[config.mk]
export PLATFORM = sky130hd
export DESIGN_NAME = mul_div_sequencer_flat
export DESIGN_NICKNAME = d
export VERILOG_FILES = /design/src/rtl/mul_div_sequencer_if.sv /design/src/rtl/mul_div_sequencer.sv /design/src/flat_wrapper.sv
export SDC_FILE = /design/constraint.sdc
export NUM_CORES = 1
export LEC_CHECK = 0
export CAP_MARGIN = 20
export CORE_UTILIZATION = 54
export DETAILED_ROUTE_END_ITERATION = 10
export GPL_TIMING_DRIVEN = 0
export PLACE_DENSITY = 0.94
export SYNTH_ARGS = -nofsm -noshare
export SYNTH_HDL_FRONTEND = slang
export SYNTH_SLANG_ARGS = --single-unit
[constraint.sdc]
create_clock -name clk -period 3.1 [get_ports clk]
set_input_delay 0.31 -clock clk [delete_from_list [all_inputs] [get_ports clk]]
set_output_delay 0.31 -clock clk [all_outputs]
set_load 0.005 [all_outputs]
[src/rtl/mul_div_sequencer_if.sv]
// Handshake, result and borrowed-ALU signals of the multiply/divide sequencer.
// The master is the EX-stage side: control unit plus the shared ALU.
interface mul_div_sequencer_if;
  logic        start;
  logic        op;
  logic [15:0] opa;
  logic [15:0] opb;
  logic        busy;
  logic        done;
  logic        div_zero;
  logic [15:0] res_hi;
  logic [15:0] res_lo;
  logic [15:0] alu_a;
  logic [15:0] alu_b;
  logic        alu_bnegate;
  logic [2:0]  alu_op;
  logic [3:0]  alu_shamt;
  logic [15:0] alu_rez;
  logic        alu_carry;

  modport master (
    output start, op, opa, opb,
    output alu_rez, alu_carry,
    input  busy, done, div_zero,
    input  res_hi, res_lo,
    input  alu_a, alu_b, alu_bnegate,
    input  alu_op, alu_shamt
  );

  modport slave (
    input  start, op, opa, opb,
    input  alu_rez, alu_carry,
    output busy, done, div_zero,
    output res_hi, res_lo,
    output alu_a, alu_b, alu_bnegate,
    output alu_op, alu_shamt
  );
endinterface

[src/rtl/mul_div_sequencer.sv]
// Multi-cycle unsigned 16x16 multiply / 16/16 divide sequencer.
// One shift-add or restoring-divide step per cycle through the shared ALU.
module mul_div_sequencer #(
  parameter logic [2:0] ALU_OP_ADD  = 3'b010,
  parameter logic [2:0] ALU_OP_IDLE = 3'b000
) (
  input logic               clk,
  input logic               rst_n,
  mul_div_sequencer_if.slave bus
);

  typedef enum logic [1:0] {
    S_IDLE,
    S_RUN,
    S_DONE
  } state_t;

  state_t      r_state;
  logic [3:0]  r_cnt;
  logic        r_op;
  logic [15:0] r_hi;
  logic [15:0] r_lo;
  logic [15:0] r_opnd;
  logic        r_busy;
  logic        r_done;
  logic        r_dz;
  logic [15:0] r_res_hi;
  logic [15:0] r_res_lo;

  logic [16:0] w_r17;
  logic        w_ok;
  logic [15:0] w_hi_nxt;
  logic [15:0] w_lo_nxt;
  logic [15:0] w_alu_a;
  logic [15:0] w_alu_b;
  logic        w_bneg;
  logic [2:0]  w_alu_op;

  // Divide works on the 17-bit partial remainder {hi, next dividend bit}.
  assign w_r17 = {r_hi, r_lo[15]};
  assign w_ok  = w_r17[16] | bus.alu_carry;

  always_comb begin
    w_alu_a  = '0;
    w_alu_b  = '0;
    w_bneg   = 1'b0;
    w_alu_op = ALU_OP_IDLE;
    if (r_state == S_RUN) begin
      w_alu_op = ALU_OP_ADD;
      if (r_op) begin
        w_alu_a = w_r17[15:0];
        w_alu_b = r_opnd;
        w_bneg  = 1'b1;
      end else begin
        w_alu_a = r_hi;
        w_alu_b = r_lo[0] ? r_opnd : 16'h0000;
      end
    end
  end

  always_comb begin
    w_hi_nxt = r_hi;
    w_lo_nxt = r_lo;
    if (r_op) begin
      w_hi_nxt = w_ok ? bus.alu_rez : w_r17[15:0];
      w_lo_nxt = {r_lo[14:0], w_ok};
    end else begin
      w_hi_nxt = {bus.alu_carry, bus.alu_rez[15:1]};
      w_lo_nxt = {bus.alu_rez[0], r_lo[15:1]};
    end
  end

  always_ff @(posedge clk) begin
    if (!rst_n) begin
      r_state  <= S_IDLE;
      r_cnt    <= '0;
      r_op     <= 1'b0;
      r_hi     <= '0;
      r_lo     <= '0;
      r_opnd   <= '0;
      r_busy   <= 1'b0;
      r_done   <= 1'b0;
      r_dz     <= 1'b0;
      r_res_hi <= '0;
      r_res_lo <= '0;
    end else begin
      unique case (r_state)
        S_IDLE: begin
          r_done <= 1'b0;
          if (bus.start) begin
            r_op   <= bus.op;
            r_cnt  <= '0;
            r_busy <= 1'b1;
            if (bus.op && (bus.opb == 16'h0000)) begin
              r_state  <= S_DONE;
              r_done   <= 1'b1;
              r_dz     <= 1'b1;
              r_res_hi <= bus.opa;
              r_res_lo <= 16'hFFFF;
            end else begin
              r_state <= S_RUN;
              r_dz    <= 1'b0;
              r_hi    <= '0;
              r_lo    <= bus.op ? bus.opa : bus.opb;
              r_opnd  <= bus.op ? bus.opb : bus.opa;
            end
          end
        end
        S_RUN: begin
          r_hi  <= w_hi_nxt;
          r_lo  <= w_lo_nxt;
          r_cnt <= r_cnt + 4'd1;
          if (r_cnt == 4'd15) begin
            r_state  <= S_DONE;
            r_done   <= 1'b1;
            r_res_hi <= w_hi_nxt;
            r_res_lo <= w_lo_nxt;
          end
        end
        S_DONE: begin
          r_state <= S_IDLE;
          r_done  <= 1'b0;
          r_busy  <= 1'b0;
          r_cnt   <= '0;
        end
        default: begin
          r_state <= S_IDLE;
          r_done  <= 1'b0;
          r_busy  <= 1'b0;
        end
      endcase
    end
  end

  assign bus.busy        = r_busy;
  assign bus.done        = r_done;
  assign bus.div_zero    = r_dz;
  assign bus.res_hi      = r_res_hi;
  assign bus.res_lo      = r_res_lo;
  assign bus.alu_a       = w_alu_a;
  assign bus.alu_b       = w_alu_b;
  assign bus.alu_bnegate = w_bneg;
  assign bus.alu_op      = w_alu_op;
  assign bus.alu_shamt   = 4'd0;

endmodule

[src/flat_wrapper.sv]
// flat-port wrapper written by rule: the top's interface ports become plain ports
module mul_div_sequencer_flat 
#(
  parameter logic [2:0] ALU_OP_ADD  = 3'b010,
  parameter logic [2:0] ALU_OP_IDLE = 3'b000
)
  (clk, rst_n, bus_start, bus_op, bus_opa, bus_opb, bus_alu_rez, bus_alu_carry, bus_busy, bus_done, bus_div_zero, bus_res_hi, bus_res_lo, bus_alu_a, bus_alu_b, bus_alu_bnegate, bus_alu_op, bus_alu_shamt);
  mul_div_sequencer_if bus_i ();
  input logic clk;
  input logic rst_n;
  input wire logic [$bits(bus_i.start)-1:0] bus_start;
  input wire logic [$bits(bus_i.op)-1:0] bus_op;
  input wire logic [$bits(bus_i.opa)-1:0] bus_opa;
  input wire logic [$bits(bus_i.opb)-1:0] bus_opb;
  input wire logic [$bits(bus_i.alu_rez)-1:0] bus_alu_rez;
  input wire logic [$bits(bus_i.alu_carry)-1:0] bus_alu_carry;
  output wire logic [$bits(bus_i.busy)-1:0] bus_busy;
  output wire logic [$bits(bus_i.done)-1:0] bus_done;
  output wire logic [$bits(bus_i.div_zero)-1:0] bus_div_zero;
  output wire logic [$bits(bus_i.res_hi)-1:0] bus_res_hi;
  output wire logic [$bits(bus_i.res_lo)-1:0] bus_res_lo;
  output wire logic [$bits(bus_i.alu_a)-1:0] bus_alu_a;
  output wire logic [$bits(bus_i.alu_b)-1:0] bus_alu_b;
  output wire logic [$bits(bus_i.alu_bnegate)-1:0] bus_alu_bnegate;
  output wire logic [$bits(bus_i.alu_op)-1:0] bus_alu_op;
  output wire logic [$bits(bus_i.alu_shamt)-1:0] bus_alu_shamt;
  assign bus_i.start = bus_start;
  assign bus_i.op = bus_op;
  assign bus_i.opa = bus_opa;
  assign bus_i.opb = bus_opb;
  assign bus_i.alu_rez = bus_alu_rez;
  assign bus_i.alu_carry = bus_alu_carry;
  assign bus_busy = bus_i.busy;
  assign bus_done = bus_i.done;
  assign bus_div_zero = bus_i.div_zero;
  assign bus_res_hi = bus_i.res_hi;
  assign bus_res_lo = bus_i.res_lo;
  assign bus_alu_a = bus_i.alu_a;
  assign bus_alu_b = bus_i.alu_b;
  assign bus_alu_bnegate = bus_i.alu_bnegate;
  assign bus_alu_op = bus_i.alu_op;
  assign bus_alu_shamt = bus_i.alu_shamt;
  mul_div_sequencer #(.ALU_OP_ADD(ALU_OP_ADD), .ALU_OP_IDLE(ALU_OP_IDLE)) u_core (.clk(clk), .rst_n(rst_n), .bus(bus_i));
endmodule
==> results of run 1 <==
-- flip-flops by register name (all words and copies together) (netlist names), 2 cells and up --
register / count
u_core.bus.res_hi: 16
u_core.r_opnd: 16
u_core.bus.res_lo: 16
u_core.r_cnt: 4
u_core.r_hi: 16
u_core.r_state: 2
u_core.r_lo: 16
-- cell usage in the layout, fill, tap and decap left out, types with 2 or more instances in the layout --
cell type        count
clkdlybuf4s50_1    120
dfxtp_1             90
mux2i_1             80
nand2_1             71
o21ai_0             50
nor2_1              43
mux2_2              38
and2_1              33
clkbuf_1            31
a211oi_1            31
a21oi_1             24
nand3_1             23
or3b_2              17
a31oi_1             17
clkbuf_8            11
mux2_4               9
buf_4                8
buf_2                7
buf_1                7
conb_1               6
nand2b_1             5
bufinv_16            5
clkbuf_2             3
nand4_1              3
nor3b_1              3
inv_1                2
or4_4                2
-- through the flow --
step	area (sq um)	hold WS, ns
after global routing	7020	0.485
after detailed placement	6730	0.455
after CTS	7020	0.467
after floorplan	5370	0.433
after global placement	6730	0.442
final	7020	0.461
-- synth_stat cells (2+ instances only) --
library cell	number	area [sq um]
buf_1	8	30.0
and2_1	33	206
or3b_2	17	149
dfxtp_1	90	1800
buf_4	8	60.1
mux2i_1	80	801
nand3_1	23	115
clkbuf_1	35	131
mux2_4	9	135
buf_2	7	35.0
or4_4	2	22.5
nor3b_1	3	22.5
mux2_2	38	428
nand4_1	3	18.8
nand2_1	71	267
a21oi_1	24	120
a211oi_1	31	233
inv_1	2	7.51
o21ai_0	50	250
nand2b_1	5	31.3
nor2_1	44	165
a31oi_1	17	106
-- logic make-up after synthesis --
| kind of cell | count (synthesis) |
|---|---|
| other | 1 |
| and+or+nand+nor | 207 |
| DFF | 90 |
| muxes | 127 |
| AOI/OAI and AO/OA | 131 |
| adders and majority gates | 1 |
| buffers and inverters | 65 |
-- layout make-up --
type	count	area [sq um]
inverters	4	15.0
clock buffers	10	138
fillers	653	2400
repair buffers	120	1200
flip-flops and latches	90	1800
multi-input cells	472	3250
well taps	129	161
plain buffers	59	298
clock inverters	5	150
-- final timing paths --
check,to,cells past startpoint
worst max-delay path,bus_alu_a[14],6
worst min-delay path,u_core.r_opnd[0]$_SDFFE_PN0P_,2
worst max register to register,u_core.bus.res_hi[0]$_SDFFE_PN0P_,7
worst min register to register,u_core.r_opnd[0]$_SDFFE_PN0P_,2
-- repair_timing --
item                       CTS  global route
pin swaps                    0             0
gates resized for setup      2             3
cloned                       0             0
setup endpoints to repair   11            20
-- where the power goes --
group          switching (uW)  total (uW)  internal, uW
clock                     429        1150           716
sequential               44.3        1250          1210
combinational             310         575           266
total                     783        2970          2190
-- worst max-delay path, delay by kind of cell, from the launching register on --
| kind | cells | cell delay, ns |
|---|---|---|
| DFF | 1 | 0.47 |
| buffers and inverters | 4 | 1.46 |
| and+or+nand+nor | 1 | 0.06 |
| muxes | 1 | 0.25 |
-- metal layers --
layer	up-vias	share of wire [%]
met5	-	0
met4	0	4.9
met3	89	10
met2	416	47
met1	2583	38
li1	2472	-
==> impl_metrics.env, run 1 <==
export IMPL_synth_async_reset_ratio_pct=0
export IMPL_gr_total_overflow=0
export IMPL_drt_iter0_drc=499
export IMPL_end_kind="output port"
export IMPL_dp_hpwl_mm=12.8
export IMPL_hp_start="u_core.r_opnd[0]$_SDFFE_PN0P_"
export IMPL_ys_ff_latch=90
export IMPL_period_share_pct=94.4
export IMPL_dr_pass1_iters=6
export IMPL_crit_slowest_cell="dfxtp_1"
export IMPL_ant_nets=0
export IMPL_cp_cell_sequence="clkbuf_2, buf_2, buf_2, mux2i_1, nor2_1, clkdlybuf4s50_1"
export IMPL_synth_compound_area_share_pct=14.9
export IMPL_path_max_fanout=10
export IMPL_synth_area_per_cell_sq_um=8.60
export IMPL_fin_nets=810
export IMPL_cpPeakStageDelay_ns=0.47
export IMPL_crit_path_start_kind="flop"
export IMPL_grt_max_degree=19
export IMPL_run_status="complete, no violations"
export IMPL_viasPerCell=6.25
export IMPL_coreArea_sq_um=9420
export IMPL_drc=0
export IMPL_portBuffers=120
export IMPL_grt_use_met1_pct=42.3
export IMPL_synth_edff_count=0
export IMPL_met3_usage_pct=6.21
export IMPL_period_minus_slack_ns=2.93
export IMPL_num_rows=35
export IMPL_synth_ff_type="dfxtp_1"
export IMPL_vias=5560
export IMPL_crit_top_cell="buf_2"
export IMPL_instances_no_fill=889
export IMPL_busiest_layer="met2"
export IMPL_ios=128
export IMPL_post_cts_setup_buffers=0
export IMPL_slew_violations=0
export IMPL_synth_xor_area_share_pct=0
export IMPL_setup_viol_count_final=0
export IMPL_fin_setup_tns_ns=0
export IMPL_n_antenna_cell=0
export IMPL_cts_sinks=90
export IMPL_tightest_slew_ns=0.719
export IMPL_synthAdderAreaFrac_pct=0.234
export IMPL_die_h_um=102
export IMPL_clock_path_buffers=2
export IMPL_maxCapViolations=0
export IMPL_hold_viol_final=0
export IMPL_dieArea_sq_um=10300
export IMPL_cts_tree="yes"
export IMPL_yosysWarnings=0
export IMPL_hold_path_class="reg2reg"
export IMPL_yosys_area_share_simple_pct=19.7
export IMPL_cts_max_level=3
export IMPL_dp_cells=876
export IMPL_arrival_ns=2.62
export IMPL_path_class="reg2out"
export IMPL_ir_worst_vdd_uv=285
export IMPL_synth_seq_area_share_pct=33.7
export IMPL_fmax_ghz=0.342
export IMPL_cts_hold_buf=0
export IMPL_routed_wl_mm=17.5
export IMPL_grt_pass1_wl_mm=27.1
export IMPL_syn2layout_area_growth_pct=31.2
export IMPL_r2r_start="u_core.r_state[0]$_SDFFE_PN0P_"
export IMPL_gp_congestion=1.00
export IMPL_reg2reg_slack_ns=0.69
export IMPL_die_x_um=102
export IMPL_clkTransAtPathRegs_ns=0.09
export IMPL_cts_root_buf="clkbuf_8"
export IMPL_fin_util_pct=74.6
export IMPL_initial_utilization_pct=56.8
export IMPL_cts_buffers=9
export IMPL_rsz0062_at_grt="false"
export IMPL_cp_required_ns=2.79
export IMPL_grtUsageMet2_pct=56.2
export IMPL_grt_usage_pct=34.3
export IMPL_leakagePower_uw=0.00272
export IMPL_cp_startpoint="u_core.r_op$_SDFFE_PN0P_"
export IMPL_powerDensity_nw_per_um2=424
export IMPL_syn_inst=622
export IMPL_slew_headroom_pct=52.0
export IMPL_p_total_uw=2970
export IMPL_grt_pass1_vias=5324
export IMPL_antenna_found_initial=0
export IMPL_place_ws_ns=0.139
export IMPL_clk_latency_ns=0.37
export IMPL_netlist_area_sq_um=5350
export IMPL_finalClockSkew_ns=0.00812
export IMPL_wl_per_cell_um=19.7
export IMPL_synthMuxAreaShare_pct=25.5
export IMPL_synth_distinct_cells=44
export IMPL_setup_slack_ns=0.173
export IMPL_synth_top_family_by_area="multiplexers"
export IMPL_drive_above_1_share_pct=14.2
Power figures use the tool's default switching activity.
==> inputs of run 2 (changes only) <==
GPL_TIMING_DRIVEN = unset   (was 0)
HOLD_SLACK_MARGIN = 0.03   (was unset)
==> run 2 against run 1 <==
First-iteration DRC count is 28% lower. Die area unchanged. Non-clock buffer count is 37 lower.
==> impl_metrics.env, run 2 (same netlist as run 1, synthesis figures left out) <==
export IMPL_run_status="complete, no violations"
export IMPL_wl_met3_mm=1.09
export IMPL_leakagePower_uw=0.00265
export IMPL_path_depth=6
export IMPL_clk_latency_ns=0.37
export IMPL_post_cts_setup_buffers=0
export IMPL_gr_total_overflow=0
export IMPL_portBuffers=121
export IMPL_fin_setup_tns_ns=0
export IMPL_wl_per_cell_um=18.1
export IMPL_gp_congestion=0.951
export IMPL_r2r_start="u_core.r_state[1]$_SDFFE_PN0P_"
export IMPL_cp_required_ns=2.79
export IMPL_cpPeakStageDelay_ns=0.61
export IMPL_period_minus_slack_ns=2.72
export IMPL_path_buf_inv=3
export IMPL_arrival_ns=2.41
export IMPL_dp_cells=837
export IMPL_crit_slowest_cell="dfxtp_1"
export IMPL_path_class="reg2out"
export IMPL_slew_headroom_pct=36.7
export IMPL_crit_path_start_kind="flop"
export IMPL_setup_viol_count_final=0
export IMPL_dieArea_sq_um=10300
export IMPL_clkTransAtPathRegs_ns=0.09
export IMPL_die_x_um=102
export IMPL_n_antenna_cell=0
export IMPL_slew_violations=0
export IMPL_drive_above_1_share_pct=15.5
export IMPL_reg2reg_slack_ns=0.95
export IMPL_ctsResizeCount=0
export IMPL_hold_viol_final=0
export IMPL_syn2layout_area_growth_pct=27.8
export IMPL_wl_met1_mm=6.30
export IMPL_tightest_slew_ns=0.948
export IMPL_instances_no_fill=853
export IMPL_p_int_uw=1990
export IMPL_path_max_fanout=32
export IMPL_ir_worst_vdd_uv=269
export IMPL_fillers=633
export IMPL_drt_iter0_drc=358
export IMPL_crit_top_cell="buf_4"
export IMPL_cpLargestDelayFamily="buffers and inverters"
export IMPL_coreArea_sq_um=9420
export IMPL_cp_startpoint="u_core.r_state[1]$_SDFFE_PN0P_"
export IMPL_cts_hold_buf=0
export IMPL_fin_nets=773
export IMPL_antenna_found_initial=0
export IMPL_routed_wl_mm=15.4
export IMPL_period_share_pct=87.6
export IMPL_r2r_end="u_core.bus.res_hi[0]$_SDFFE_PN0P_"
export IMPL_clock_path_buffers=2
export IMPL_cts_tree="yes"
export IMPL_dp_hpwl_mm=11.3
export IMPL_place_area_sq_um=6600
export IMPL_grt_usage_pct=30.4
export IMPL_switching_power_uw=750
export IMPL_finalClockSkew_ns=0.00972
export IMPL_die_h_um=102
export IMPL_rsz0062_at_grt="false"
export IMPL_met2_length_mm=7.47
export IMPL_p_sw_share_pct=27.4
export IMPL_drc=0
export IMPL_ios=128
export IMPL_grt_pass1_vias=4907
export IMPL_ant_nets=0
export IMPL_maxCapViolations=0
export IMPL_top_layer="met4"
export IMPL_powerDensity_nw_per_um2=400
export IMPL_cp_cell_sequence="nand2b_1, buf_4, nor2_1, buf_4, and2_1, clkdlybuf4s50_1"
export IMPL_layout_commonest_cell="clkdlybuf4s50_1"
export IMPL_dr_pass1_iters=7
export IMPL_cts_max_level=3
export IMPL_viasPerCell=6.05
export IMPL_vias=5162
export IMPL_fmax_ghz=0.368
export IMPL_power_frac_clock_pct=34.4
export IMPL_cts_root_buf="clkbuf_8"
export IMPL_comb_power_share_pct=19.8
export IMPL_hold_path_class="in2reg"
export IMPL_cts_buffers=9
export IMPL_num_rows=35
export IMPL_end_kind="output port"
export IMPL_seqPwrFrac_pct=45.9
export IMPL_grt_pass1_wl_mm=24.2
export IMPL_initial_utilization_pct=56.8
export IMPL_grt_max_degree=65
export IMPL_r2r_cells=6
export IMPL_cts_sinks=90
export IMPL_endpoint="bus_alu_b[3]"
export IMPL_final_cell_mix="120 x clkdlybuf4s50_1, 89 x dfxtp_1, 80 x mux2i_1, 71 x nand2_1, 49 x o21ai_0"
export IMPL_final_area_sq_um=6840
run 2: cell types whose count changed in the layout (fill, tap and decap cells not counted), moves of 3 or more:
cell       change
clkbuf_2       -3
bufinv_16      -3
buf_2          -6
clkbuf_1      -31
buf_4         +13
buf_1          -7
run 2: power by group through the flow:
stage	clock (uW)	combinational, uW	sequential (uW)
after floorplan	0	348	1260
after global placement	0	505	1270
after detailed placement	0	524	1280
after CTS	936	529	1250
after global routing	985	575	1260
final	941	540	1250
run 2: layout make-up:
type / instances / area, sq um / share of cell area (%)
multi-input combinational: 472 / 3260 / 47.6
inverter: 4 / 15.0 / 0.219
tap: 129 / 161 / 2.36
timing repair buffer: 142 / 1360 / 19.9
clock buffer: 12 / 165 / 2.41
sequential: 90 / 1800 / 26.4
clock inverter: 4 / 72.6 / 1.06
run 2: how the worst min path moves through the flow:
stage	startpoint	end	slack, ns	depth (start not counted)
3_3_place_gp	u_core.bus.div_zero$_SDFFE_PN0P_	u_core.bus.div_zero$_SDFFE_PN0P_	0.45	2
6_report	rst_n	u_core.bus.res_lo[9]$_SDFFE_PN0P_	0.34	3
3_5_place_dp	u_core.r_opnd[4]$_SDFFE_PN0P_	u_core.r_opnd[4]$_SDFFE_PN0P_	0.46	2
2_1_floorplan	u_core.r_opnd[0]$_SDFFE_PN0P_	u_core.r_opnd[0]$_SDFFE_PN0P_	0.43	2
4_1_cts	rst_n	u_core.bus.res_lo[13]$_SDFFE_PN0P_	0.34	3
5_1_grt	rst_n	u_core.bus.res_lo[11]$_SDFFE_PN0P_	0.37	3
run 2: worst reg2reg max path, delay by kind of cell, from the launching register on:
family / cells / cell delay [ns]
mux: 1 / 0.34
buf+inv: 3 / 0.84
compound gates: 1 / 0.12
flops: 1 / 0.46
simple gates: 1 / 0.26
run 2: metrics by stage:
stage	total power, uW	util [%]	worst slack, ns	hold slack (ns)
2_1_floorplan	1610	-	1.01	0.433
6_report	2740	72.7	0.385	0.341
4_1_cts	2720	72.7	0.415	0.341
3_5_place_dp	1800	70.1	0.490	0.456
5_1_grt	2820	72.7	0.257	0.368
3_3_place_gp	1780	70.1	0.541	0.445
run 2: layer usage:
layer,up-vias,track usage (%)
li1,2399,-
met1,2453,37.0
met2,265,52.2
met3,45,4.83
met4,0,14.7
met5,-,0
